[config.mk]
export PLATFORM = sky130hd
export DESIGN_NAME = regfile_write_arbiter
export DESIGN_NICKNAME = d
export VERILOG_FILES = /design/src/rtl/regwr_pkg.sv /design/src/rtl/rr_picker.sv /design/src/rtl/regfile_write_arbiter.sv
export SDC_FILE = /design/constraint.sdc
export NUM_CORES = 1
export LEC_CHECK = 0
export CORE_MARGIN = 2
export CORE_UTILIZATION = 42
export CTS_BUF_LIST = sky130_fd_sc_hd__clkbuf_8
export DETAILED_ROUTE_END_ITERATION = 6
export PLACE_DENSITY = 0.89
export SKIP_LAST_GASP = 1
export SLEW_MARGIN = 40
export SYNTH_ARGS = -nofsm -noshare
export SYNTH_HDL_FRONTEND = slang
export SYNTH_HIERARCHICAL = 1
export SYNTH_SLANG_ARGS = --single-unit
[constraint.sdc]
create_clock -name clk -period 5.3 [get_ports clk]
set_input_delay 1.325 -clock clk [delete_from_list [all_inputs] [get_ports clk]]
set_output_delay 1.325 -clock clk [all_outputs]
set_load 0.01 [all_outputs]
[src/rtl/regwr_pkg.sv]
// Shared types and sizing for the register-file write-port arbiter.
package regwr_pkg;

  localparam int unsigned REG_COUNT = 32;
  localparam int unsigned REGWR_DW  = 32;
  localparam int unsigned REGWR_AW  = 5;
  localparam int unsigned CLR_CNT_W = $clog2(REG_COUNT);

  typedef enum logic [0:0] {
    ST_ARB = 1'b0,
    ST_CLR = 1'b1
  } state_e;

endpackage

[src/rtl/rr_picker.sv]
// Combinational round-robin picker: first valid requester at or above ptr_i, wrapping modulo NREQ.
module rr_picker #(
  parameter  int unsigned NREQ = 4,
  localparam int unsigned IW   = $clog2(NREQ)
) (
  input  logic [NREQ-1:0] valid_i,
  input  logic [IW-1:0]   ptr_i,
  output logic [NREQ-1:0] grant_oh_o,
  output logic [IW-1:0]   grant_idx_o,
  output logic            any_valid_o
);

  logic [IW-1:0] idx;

  always_comb begin
    grant_oh_o  = '0;
    grant_idx_o = '0;
    any_valid_o = 1'b0;
    idx         = '0;
    for (int unsigned k = 0; k < NREQ; k++) begin
      idx = IW'((32'(ptr_i) + k) % NREQ);
      if (!any_valid_o && valid_i[idx]) begin
        any_valid_o      = 1'b1;
        grant_idx_o      = idx;
        grant_oh_o[idx]  = 1'b1;
      end
    end
  end

endmodule

[src/rtl/regfile_write_arbiter.sv]
// Round-robin arbiter for the register file write port, with a 32-write clear sweep.
// Build option: define REGWR_ZERO_DISCARD_EN to accept but drop writes to register 0.
module regfile_write_arbiter
  import regwr_pkg::*;
#(
  parameter  int unsigned NREQ = 4,
  parameter  int unsigned DW   = REGWR_DW,
  parameter  int unsigned AW   = REGWR_AW,
  localparam int unsigned IW   = $clog2(NREQ)
) (
  input  logic               clk,
  input  logic               rst,
  input  logic [NREQ-1:0]    req_valid,
  input  logic [NREQ*AW-1:0] req_rd,
  input  logic [NREQ*DW-1:0] req_data,
  output logic [NREQ-1:0]    req_ready,
  input  logic               hold,
  input  logic               clear_req,
  output logic               clear_busy,
  output logic               rf_we,
  output logic [AW-1:0]      rf_rd,
  output logic [DW-1:0]      rf_din,
  output logic [IW-1:0]      grant_id
);

  state_e                 state_q, state_d;
  logic [IW-1:0]          rr_ptr_q, rr_ptr_d;
  logic [CLR_CNT_W-1:0]   cnt_q, cnt_d;
  logic                   rf_we_q, rf_we_d;
  logic [AW-1:0]          rf_rd_q, rf_rd_d;
  logic [DW-1:0]          rf_din_q, rf_din_d;
  logic [IW-1:0]          grant_id_q, grant_id_d;
  logic                   clear_busy_q, clear_busy_d;

  logic [NREQ-1:0]        grant_oh;
  logic [IW-1:0]          grant_idx;
  logic                   any_valid;
  logic [AW-1:0]          sel_rd;
  logic [DW-1:0]          sel_data;
  logic                   arb_open;

  rr_picker #(.NREQ(NREQ)) u_picker (
    .valid_i     (req_valid),
    .ptr_i       (rr_ptr_q),
    .grant_oh_o  (grant_oh),
    .grant_idx_o (grant_idx),
    .any_valid_o (any_valid)
  );

  assign sel_rd   = req_rd[32'(grant_idx)*AW +: AW];
  assign sel_data = req_data[32'(grant_idx)*DW +: DW];

  // Grants are only offered in arbitration with no stall, no pending clear and reset released.
  assign arb_open  = (state_q == ST_ARB) && !hold && !clear_req && !rst;
  assign req_ready = arb_open ? grant_oh : '0;

  always_comb begin
    state_d      = state_q;
    rr_ptr_d     = rr_ptr_q;
    cnt_d        = cnt_q;
    rf_we_d      = 1'b0;
    rf_rd_d      = rf_rd_q;
    rf_din_d     = rf_din_q;
    grant_id_d   = grant_id_q;
    clear_busy_d = clear_busy_q;

    case (state_q)
      ST_ARB: begin
        if (clear_req) begin
          state_d      = ST_CLR;
          cnt_d        = '0;
          clear_busy_d = 1'b1;
        end else if (!hold && any_valid) begin
          rr_ptr_d   = (grant_idx == IW'(NREQ - 1)) ? '0 : grant_idx + IW'(1);
          grant_id_d = grant_idx;
`ifdef REGWR_ZERO_DISCARD_EN
          if (sel_rd != '0) begin
            rf_we_d  = 1'b1;
            rf_rd_d  = sel_rd;
            rf_din_d = sel_data;
          end
`else
          rf_we_d  = 1'b1;
          rf_rd_d  = sel_rd;
          rf_din_d = sel_data;
`endif
        end
      end

      ST_CLR: begin
        rf_we_d  = 1'b1;
        rf_rd_d  = AW'(cnt_q);
        rf_din_d = '0;
        cnt_d    = cnt_q + CLR_CNT_W'(1);
        // Leave the sweep on the same edge that issues the last register.
        if (cnt_q == CLR_CNT_W'(REG_COUNT - 1)) begin
          state_d      = ST_ARB;
          clear_busy_d = 1'b0;
        end
      end

      default: state_d = ST_ARB;
    endcase
  end

  always_ff @(posedge clk or posedge rst) begin
    if (rst) begin
      state_q      <= ST_ARB;
      rr_ptr_q     <= '0;
      cnt_q        <= '0;
      rf_we_q      <= 1'b0;
      rf_rd_q      <= '0;
      rf_din_q     <= '0;
      grant_id_q   <= '0;
      clear_busy_q <= 1'b0;
    end else begin
      state_q      <= state_d;
      rr_ptr_q     <= rr_ptr_d;
      cnt_q        <= cnt_d;
      rf_we_q      <= rf_we_d;
      rf_rd_q      <= rf_rd_d;
      rf_din_q     <= rf_din_d;
      grant_id_q   <= grant_id_d;
      clear_busy_q <= clear_busy_d;
    end
  end

  assign rf_we      = rf_we_q;
  assign rf_rd      = rf_rd_q;
  assign rf_din     = rf_din_q;
  assign grant_id   = grant_id_q;
  assign clear_busy = clear_busy_q;

endmodule

# Yosys cells after proc, flatten, opt, wreduce, memory -nomap -nowiden
# Index checks and enable logic that the tools add are counted.
# totals
elab_cells	102
output_inout_bits	45
register_bits	49
input_bits	156
# classes
magnitude_cmp	8
bitwise_logic	5
muxes	47
n_addsub	5
reduce_logical	20
mul	1
shift	2
n_eq_ne	6
# ops
operator	count
$shiftx 128x8->32	1
$mux 32	2
$pmux 32 s2	1
$mux 4	5
$pmux 5 s2	2
$shiftx 20x6->5	1
$mux 1	18
$mux 5	3
$lt 2x3->1 const B	4
$or 4x4->4	3
$logic_and 1x1->1	11
$mux 2	5
$bmux 1 s2	4
$demux 1 s2	4
$ge 2x1->1 const B	4
$logic_not 1->1	6
$pmux 1 s2	3
$add 5x1->5 const B	1
$eq 5x5->1 const B	1
$mul 2x3->5 const B	1
$add 2x1->2 const B	2
$add 2x2->2 const B	2
$ne 2x1->1 const B	2
$ne 2x2->1 const B	2
other kinds (4)	6

# Depth between registers and ports, before layout
# Gate-level depths: netlist (run 1).
# depth
word_depth	17
depth_mapped	14
mapped_depth_nobuf	9

# By module
# The synthesis (run 1) kept the hierarchy.
# modules_own_cells
mod	n_inst	seq_area_each_um2	cells_per_inst	area_each_um2
regfile_write_arbiter	1	1226.2	199	2901.5
rr_picker	1	0.0	45	421.7

# Least setup slack after synthesis (run 1)
# No wires, ideal clock.
# synth_timing
path_kind	input to output
from	in req_valid[2]
to	out req_ready[0]
stages	6
arrival_time_ps	2588
required_time_ps	3975
path_buffers	1
slack_ps	1387
path_cell_list	mux4_2 -> buf_6 -> nor4b_4 -> a22oi_1 -> o21ai_0 -> and2_1
# synth_between
elab_chain_len	13
elab_cells_between_ends	25
cone_classes	16 x mux; 3 x bitwise; 6 x reduce/logical
# synth_lines
element	line	text
start, declared	regfile_write_arbiter.sv:13	input logic [NREQ-1:0] req_valid,
$bmux 1 s2	rr_picker.sv:22	if (!any_valid_o && valid_i[idx]) begin
$mux 1 (not written as such)	rr_picker.sv:22	
$mux 1	rr_picker.sv:22	
$logic_not 1->1	rr_picker.sv:22	
$logic_and 1x1->1	rr_picker.sv:22	
$mux 1	rr_picker.sv:22	
$logic_not 1->1	rr_picker.sv:22	
$logic_and 1x1->1	rr_picker.sv:22	
$mux 1	rr_picker.sv:22	
$logic_not 1->1	rr_picker.sv:22	
$logic_and 1x1->1	rr_picker.sv:22	
$mux 4 *	rr_picker.sv:22	
named net grant_oh[0]	regfile_write_arbiter.sv:35	logic [NREQ-1:0] grant_oh;
$mux 4 *	regfile_write_arbiter.sv:55	assign req_ready = arb_open ? grant_oh : '0;
end, declared	regfile_write_arbiter.sv:16	output logic [NREQ-1:0] req_ready,
# Mark *: on every way through the listed nets, which the timed path passes. The rest lies on a longest branch. The select of a mux whose other input is x is not followed.

# Worst setup path after layout (run 1)
# layout_timing
from	in req_valid[2]
to	out req_ready[1]
# Same word-level chain as after synthesis.

==> impl_metrics.toml, run 1 <==
[power]
p_per_area_mw_per_mm2 = 441
leakage_nw = 2.18
ir_drop_v = 0.000620

[worst_setup_path]
r2r_end = "rf_din[23]"
regToRegSetupSlack_ns = 1.67
crit_arrival_ns = 3.76
cp_max_fo = 10
crit_path_end_kind = "output port"
worstRegToRegCells = 10
criticalPathCategory = "input port to output port"
start_kind = "input port"
timing.rr.start = "rr_ptr_q[0]"
cp_data_required_time_ns = 3.97

[timing]
slew_viol_final = 0
hold_viol_final = 0
fin_tns_setup_ns = 0
period_share = 0.959
period_needed_ns = 5.08
clock.fmax_mhz = 197
rsz0062_at_grt = "false"
fin_skew_ns = 0.00796
finalSetupViolations = 0
slew_headroom = 0.565
tightest_slew_ns = 0.652
setup_ws_ns = 0.219

[die]
die_w_um = 93.0
die_area_sq_mm = 0.00864
initial_core_util = 0.432
rows = 32
die_y_um = 93.0
core_area_sq_mm = 0.00769
pin_count = 201

[logic_synthesis]
syn_inst = 244
synth_seq_cells = 49
synth_edf_count = 0
syn_avg_cell_area_sq_um = 13.6
synth_common_cells = "dfrtp_1, mux4_2, a22o_1, nand2_1, ha_1"
yosysSeqAreaShare = 0.369
yosys-top-cells-area = "dfrtp_1, mux4_2, a22o_1, mux4_1, ha_1"
yosys_most_used_dff = "dfrtp_1"
yosysUniqueCellTypes = 42
synthArstFlopShare = 1.00
ys.warnings.count = 6
synth_area_sq_mm = 0.00332
yosysMostFrequentCell = "dfrtp_1"
yosys.area.top_type = "dfrtp_1"
synth_fp_nets = 409
synth_top_area_share = 0.369

[route]
drt_iter0_markers = 82
first_pass_iters = 4
vias = 3085
wl_per_cell_um = 19.5
wirelength_um = 10500
viasPerCell = 5.73
ant_nets = 0
route.detailed.drc = 0

[run]
cap_violations = 0

[clock_tree]
numCtsBuffers = 5
post_cts_buffers = 0
cts_tree = "yes"
clock_latency_ns = 0.29
cts-root-buf = "clkbuf_8"
clock_path_buffers = 2
cts_resized = 0
cts.sinks = 49
clkTransAtPathRegs_ns = 0.08
holdBufCountCts = 0
htreeDepth = 2

[final_layout]
layout-drive-gt1-share = 0.140
n_antenna_cell = 0
nets = 600
area_growth_pct = 65.5
stdcell_area_sq_mm = 0.00550

[placed_design]
gp_congestion = 0.804
port_buffers = 200
dp_hpwl_um = 8410
dpl_cell_area_sq_mm = 0.00537
pre_cts_ws_ns = 0.243

[worst_hold_path]
hold-path-cell-count = 1
holdCritPathClass = "flip-flop to flip-flop"
hold_path_startpoint = "rf_din[22]"
hold_end = "rf_din[22]"

[global_route]
grt_pass1_wl_um = 16100
grt_pass1_vias = 3155
grt_use_total = 0.240
antenna_found_initial = 0
grt_max_degree = 50
grt_overflow = 0

[status]
outcome = "completed"
[metrics by stage]
| stage | total power [mW] | hold WS [ns] | cells | util |
|---|---|---|---|---|
| after floorplan | 1.79 | 0.509 | 244 | - |
| after CTS | 2.45 | 0.515 | 538 | 0.715 |
| final | 2.43 | 0.512 | 538 | 0.715 |
| after detailed placement | 2.14 | 0.491 | 530 | 0.698 |
| after global routing | 2.59 | 0.525 | 538 | 0.715 |
| after global placement | 2.06 | 0.463 | 528 | 0.694 |
[worst max-delay path, stage by stage]
cell,delay [ns]
clkdlybuf4s50_1,0.48
mux4_2,0.62
nor4b_4,0.40
a22oi_1,0.12
o21ai_0,0.10
and2_1,0.15
clkdlybuf4s50_1,0.55
[cell families (layout without fill, tap and decap cells)]
family / after synthesis / after routing / synth area share
multiplexers: 44 / 44 / 0.290
AND/OR/NAND/NOR: 44 / 44 / 0.0753
buffers and inverters: 30 / 222 / 0.0670
AO/OA/AOI/OAI: 66 / 66 / 0.159
XOR/XNOR: 2 / 2 / 0.00527
flip-flops: 49 / 49 / 0.369
adder cells (fa/ha/maj): 9 / 9 / 0.0339
[layout by cell type, fill, tap and decap left out, drive strengths merged]
| cell type | count |
|---|---|
| or4b | 1 |
| a21oi | 3 |
| nor4b | 2 |
| mux2i | 3 |
| ha | 9 |
| a22oi | 8 |
| dfrtp | 49 |
| o221ai | 1 |
| nor2b | 2 |
| mux4 | 40 |
| o21a | 1 |
| bufinv | 2 |
| clkinv | 1 |
| a2111oi | 1 |
| o22ai | 2 |
| o221a | 4 |
| nor4 | 2 |
| and3 | 1 |
| o211ai | 1 |
| a32o | 2 |
| o2bb2ai | 1 |
| clkdlybuf4s50 | 200 |
| nand3 | 1 |
| mux2 | 1 |
| and2 | 4 |
| clkbuf | 5 |
| nor3 | 1 |
| a22o | 32 |
| nand2 | 18 |
| inv | 6 |
| xor2 | 1 |
| nor2 | 4 |
| and2b | 1 |
| nand2b | 7 |
| o31ai | 2 |
| o21ai | 8 |
| xnor2 | 1 |
| buf | 8 |
[how the worst max path moves through the flow]
stage / from / to / cells past startpoint
after CTS: req_valid[2] / req_ready[1] / 7
after detailed placement: req_valid[2] / req_ready[1] / 7
final: req_valid[2] / req_ready[1] / 7
after global placement: req_valid[2] / req_ready[1] / 7
after floorplan: req_valid[2] / req_ready[0] / 6
after global routing: req_valid[3] / req_ready[1] / 7
[cell type report]
type                       instances  area (sq um)
fill                             562          2190
timing repair buffer             208          2080
multi-input combinational        165          1910
sequential                        49          1230
tap                              102           128
clock buffer                       5          68.8
clock inverter                     3          65.1
inverter                           6          25.0
[per-layer routing]
| layer | track usage | part of all wire | vias up |
|---|---|---|---|
| li1 | - | - | 1376 |
| met1 | 0.276 | 0.38 | 1545 |
| met2 | 0.437 | 0.53 | 142 |
| met3 | 0.0553 | 0.070 | 22 |
| met4 | 0.0821 | 0.024 | 0 |
| met5 | 0 | 0 | - |
[power breakdown]
| part | switching [mW] | internal (mW) |
|---|---|---|
| logic | 0.672 | 0.913 |
| registers | 0.0884 | 0.444 |
| clock network | 0.120 | 0.187 |
[flip-flops by register name, indices dropped and copies added (netlist names)]
register / cells
rf_din: 32
rr_ptr_q: 2
grant_id: 2
clear_busy: 1
rf_rd: 5
state_q: 1
cnt_q: 5
rf_we: 1
Power figures use the tool's default switching activity.
==> run 2: changes to the inputs <==
Settings changed: CELL_PAD_IN_SITES_DETAIL_PLACEMENT from default to 1, CELL_PAD_IN_SITES_GLOBAL_PLACEMENT from default to 2, CORE_UTILIZATION 42 to 25, GPL_ROUTABILITY_DRIVEN from default to 1, PLACE_DENSITY 0.89 to default, PLACE_DENSITY_LB_ADDON from default to 0.1.
==> impl_metrics.toml, run 2 (synthesized netlist as in run 1, its figures left out) <==
[status]
outcome = "completed"

[worst_setup_path]
cp_cell_sequence = "clkdlybuf4s50_1 -> mux4_2 -> nor4b_4 -> a22oi_1 -> o21ai_0 -> and2_1 -> clkdlybuf4s50_1"
cp_slowest_stage_delay_ns = 0.64
criticalPathCategory = "input port to output port"
path_buf_inv = 2
crit_family = "buffers and inverters"
crit_arrival_ns = 3.74
cp_max_fo = 10
cp_slowest_cell = "mux4_2"
crit_path_end_kind = "output port"
crit_top_cell = "clkdlybuf4s50_1"
start_kind = "input port"
cp_data_required_time_ns = 3.97

[clock_tree]
cts_tree = "yes"
holdBufCountCts = 0
htreeDepth = 2
cts_resized = 0
clock_latency_ns = 0.31
numCtsBuffers = 5
clock_path_buffers = 2
cts-root-buf = "clkbuf_8"
post_cts_buffers = 0
cts.sinks = 49
clkTransAtPathRegs_ns = 0.10

[route]
vias = 3016
ant_nets = 0
viasPerCell = 4.92
drt_iter0_markers = 96
wirelength_um = 11900
wl_per_cell_um = 19.4
first_pass_iters = 4
route.detailed.drc = 0

[die]
initial_core_util = 0.254
core_area_sq_mm = 0.0131
die_area_sq_mm = 0.0142
die_w_um = 119
die_y_um = 119
pin_count = 201
rows = 42

[timing]
slew_headroom = 0.565
hold_viol_final = 0
holdWs_ns = 0.498
slew_viol_final = 0
period_needed_ns = 5.06
clock.fmax_mhz = 197
fin_tns_setup_ns = 0
period_share = 0.955
finalSetupViolations = 0
rsz0062_at_grt = "false"
fin_skew_ns = 0.00783
tightest_slew_ns = 0.653
setup_ws_ns = 0.236

[final_layout]
area_growth_pct = 66.7
stdcell_area_sq_mm = 0.00554
layout-drive-gt1-share = 0.142
largest_reg_flops = 32
n_fill_cell = 1413
n_antenna_cell = 0
fin_cells = 613
final_util = 0.423
final_common_cell = "clkdlybuf4s50_1"
nets = 601
layout_common_cells = "clkdlybuf4s50_1, dfrtp_1, mux4_2"

[power]
leakage_nw = 2.16
power_mw = 2.37
p_per_area_mw_per_mm2 = 427
ir_drop_v = 0.000157

[placed_design]
gp_congestion = 0.745
pre_cts_ws_ns = 0.223
dpl_cell_area_sq_mm = 0.00545
dpl.cell_count = 605
dp_hpwl_um = 9570
port_buffers = 200

[global_route]
grt_max_degree = 50
grt_pass1_wl_um = 18700
grt_overflow = 0
grt_use_total = 0.170
grt_pass1_vias = 3278
antenna_found_initial = 0

[run]
cap_violations = 0

[worst_hold_path]
holdCritPathClass = "flip-flop to flip-flop"
## run 2: cell type report
class / instances / area, sq um / share of cell area
Clock buffer: 5 / 68.8 / 0.0124
Multi-Input combinational cell: 165 / 1900 / 0.343
Timing Repair Buffer: 209 / 2080 / 0.376
Inverter: 6 / 22.5 / 0.00407
Tap cell: 176 / 220 / 0.0398
Sequential cell: 49 / 1230 / 0.221
Clock inverter: 3 / 21.3 / 0.00384
## run 2: path summary, 6_finish.rpt
| path | startpoint | end | slack (ns) | cells after the start |
|---|---|---|---|---|
| worst max-delay path | req_valid[2] | req_ready[1] | 0.24 | 7 |
| worst min-delay path | grant_id[0] | grant_id[0] | 0.50 | 2 |
| worst max register to register | rr_ptr_q[1] | rf_din[14] | 1.76 | 9 |
| worst min register to register | grant_id[0] | grant_id[0] | 0.50 | 2 |
| max in group asynchronous | rst | rf_rd[0] | 3.32 | 3 |
| min in group asynchronous | rst | rr_ptr_q[0] | 1.54 | 3 |
## run 2: worst reg2reg max path, delay by kind of cell (launching register included)
kind                     cells  cell delay [ns]
adder cells (fa/ha/maj)      1             0.38
AO/OA/AOI/OAI                3             0.57
buffers and inverters        2             0.58
multiplexers                 2             1.00
flip-flops                   1             0.58
AND/OR/NAND/NOR              1             0.32
## run 2: where the power goes
part           switching, mW  internal [mW]  total (mW)  leakage (nW)
sequential            0.0662          0.444       0.510         0.647
clock                  0.144         0.0942       0.238        0.0445
combinational          0.712          0.906        1.62          1.47
## run 2: per-layer routing
metal  GRT usage  wire [um]
met5           0          0
met4      0.0353        140
met3      0.0527        961
met2       0.305       6300
met1       0.199       4470
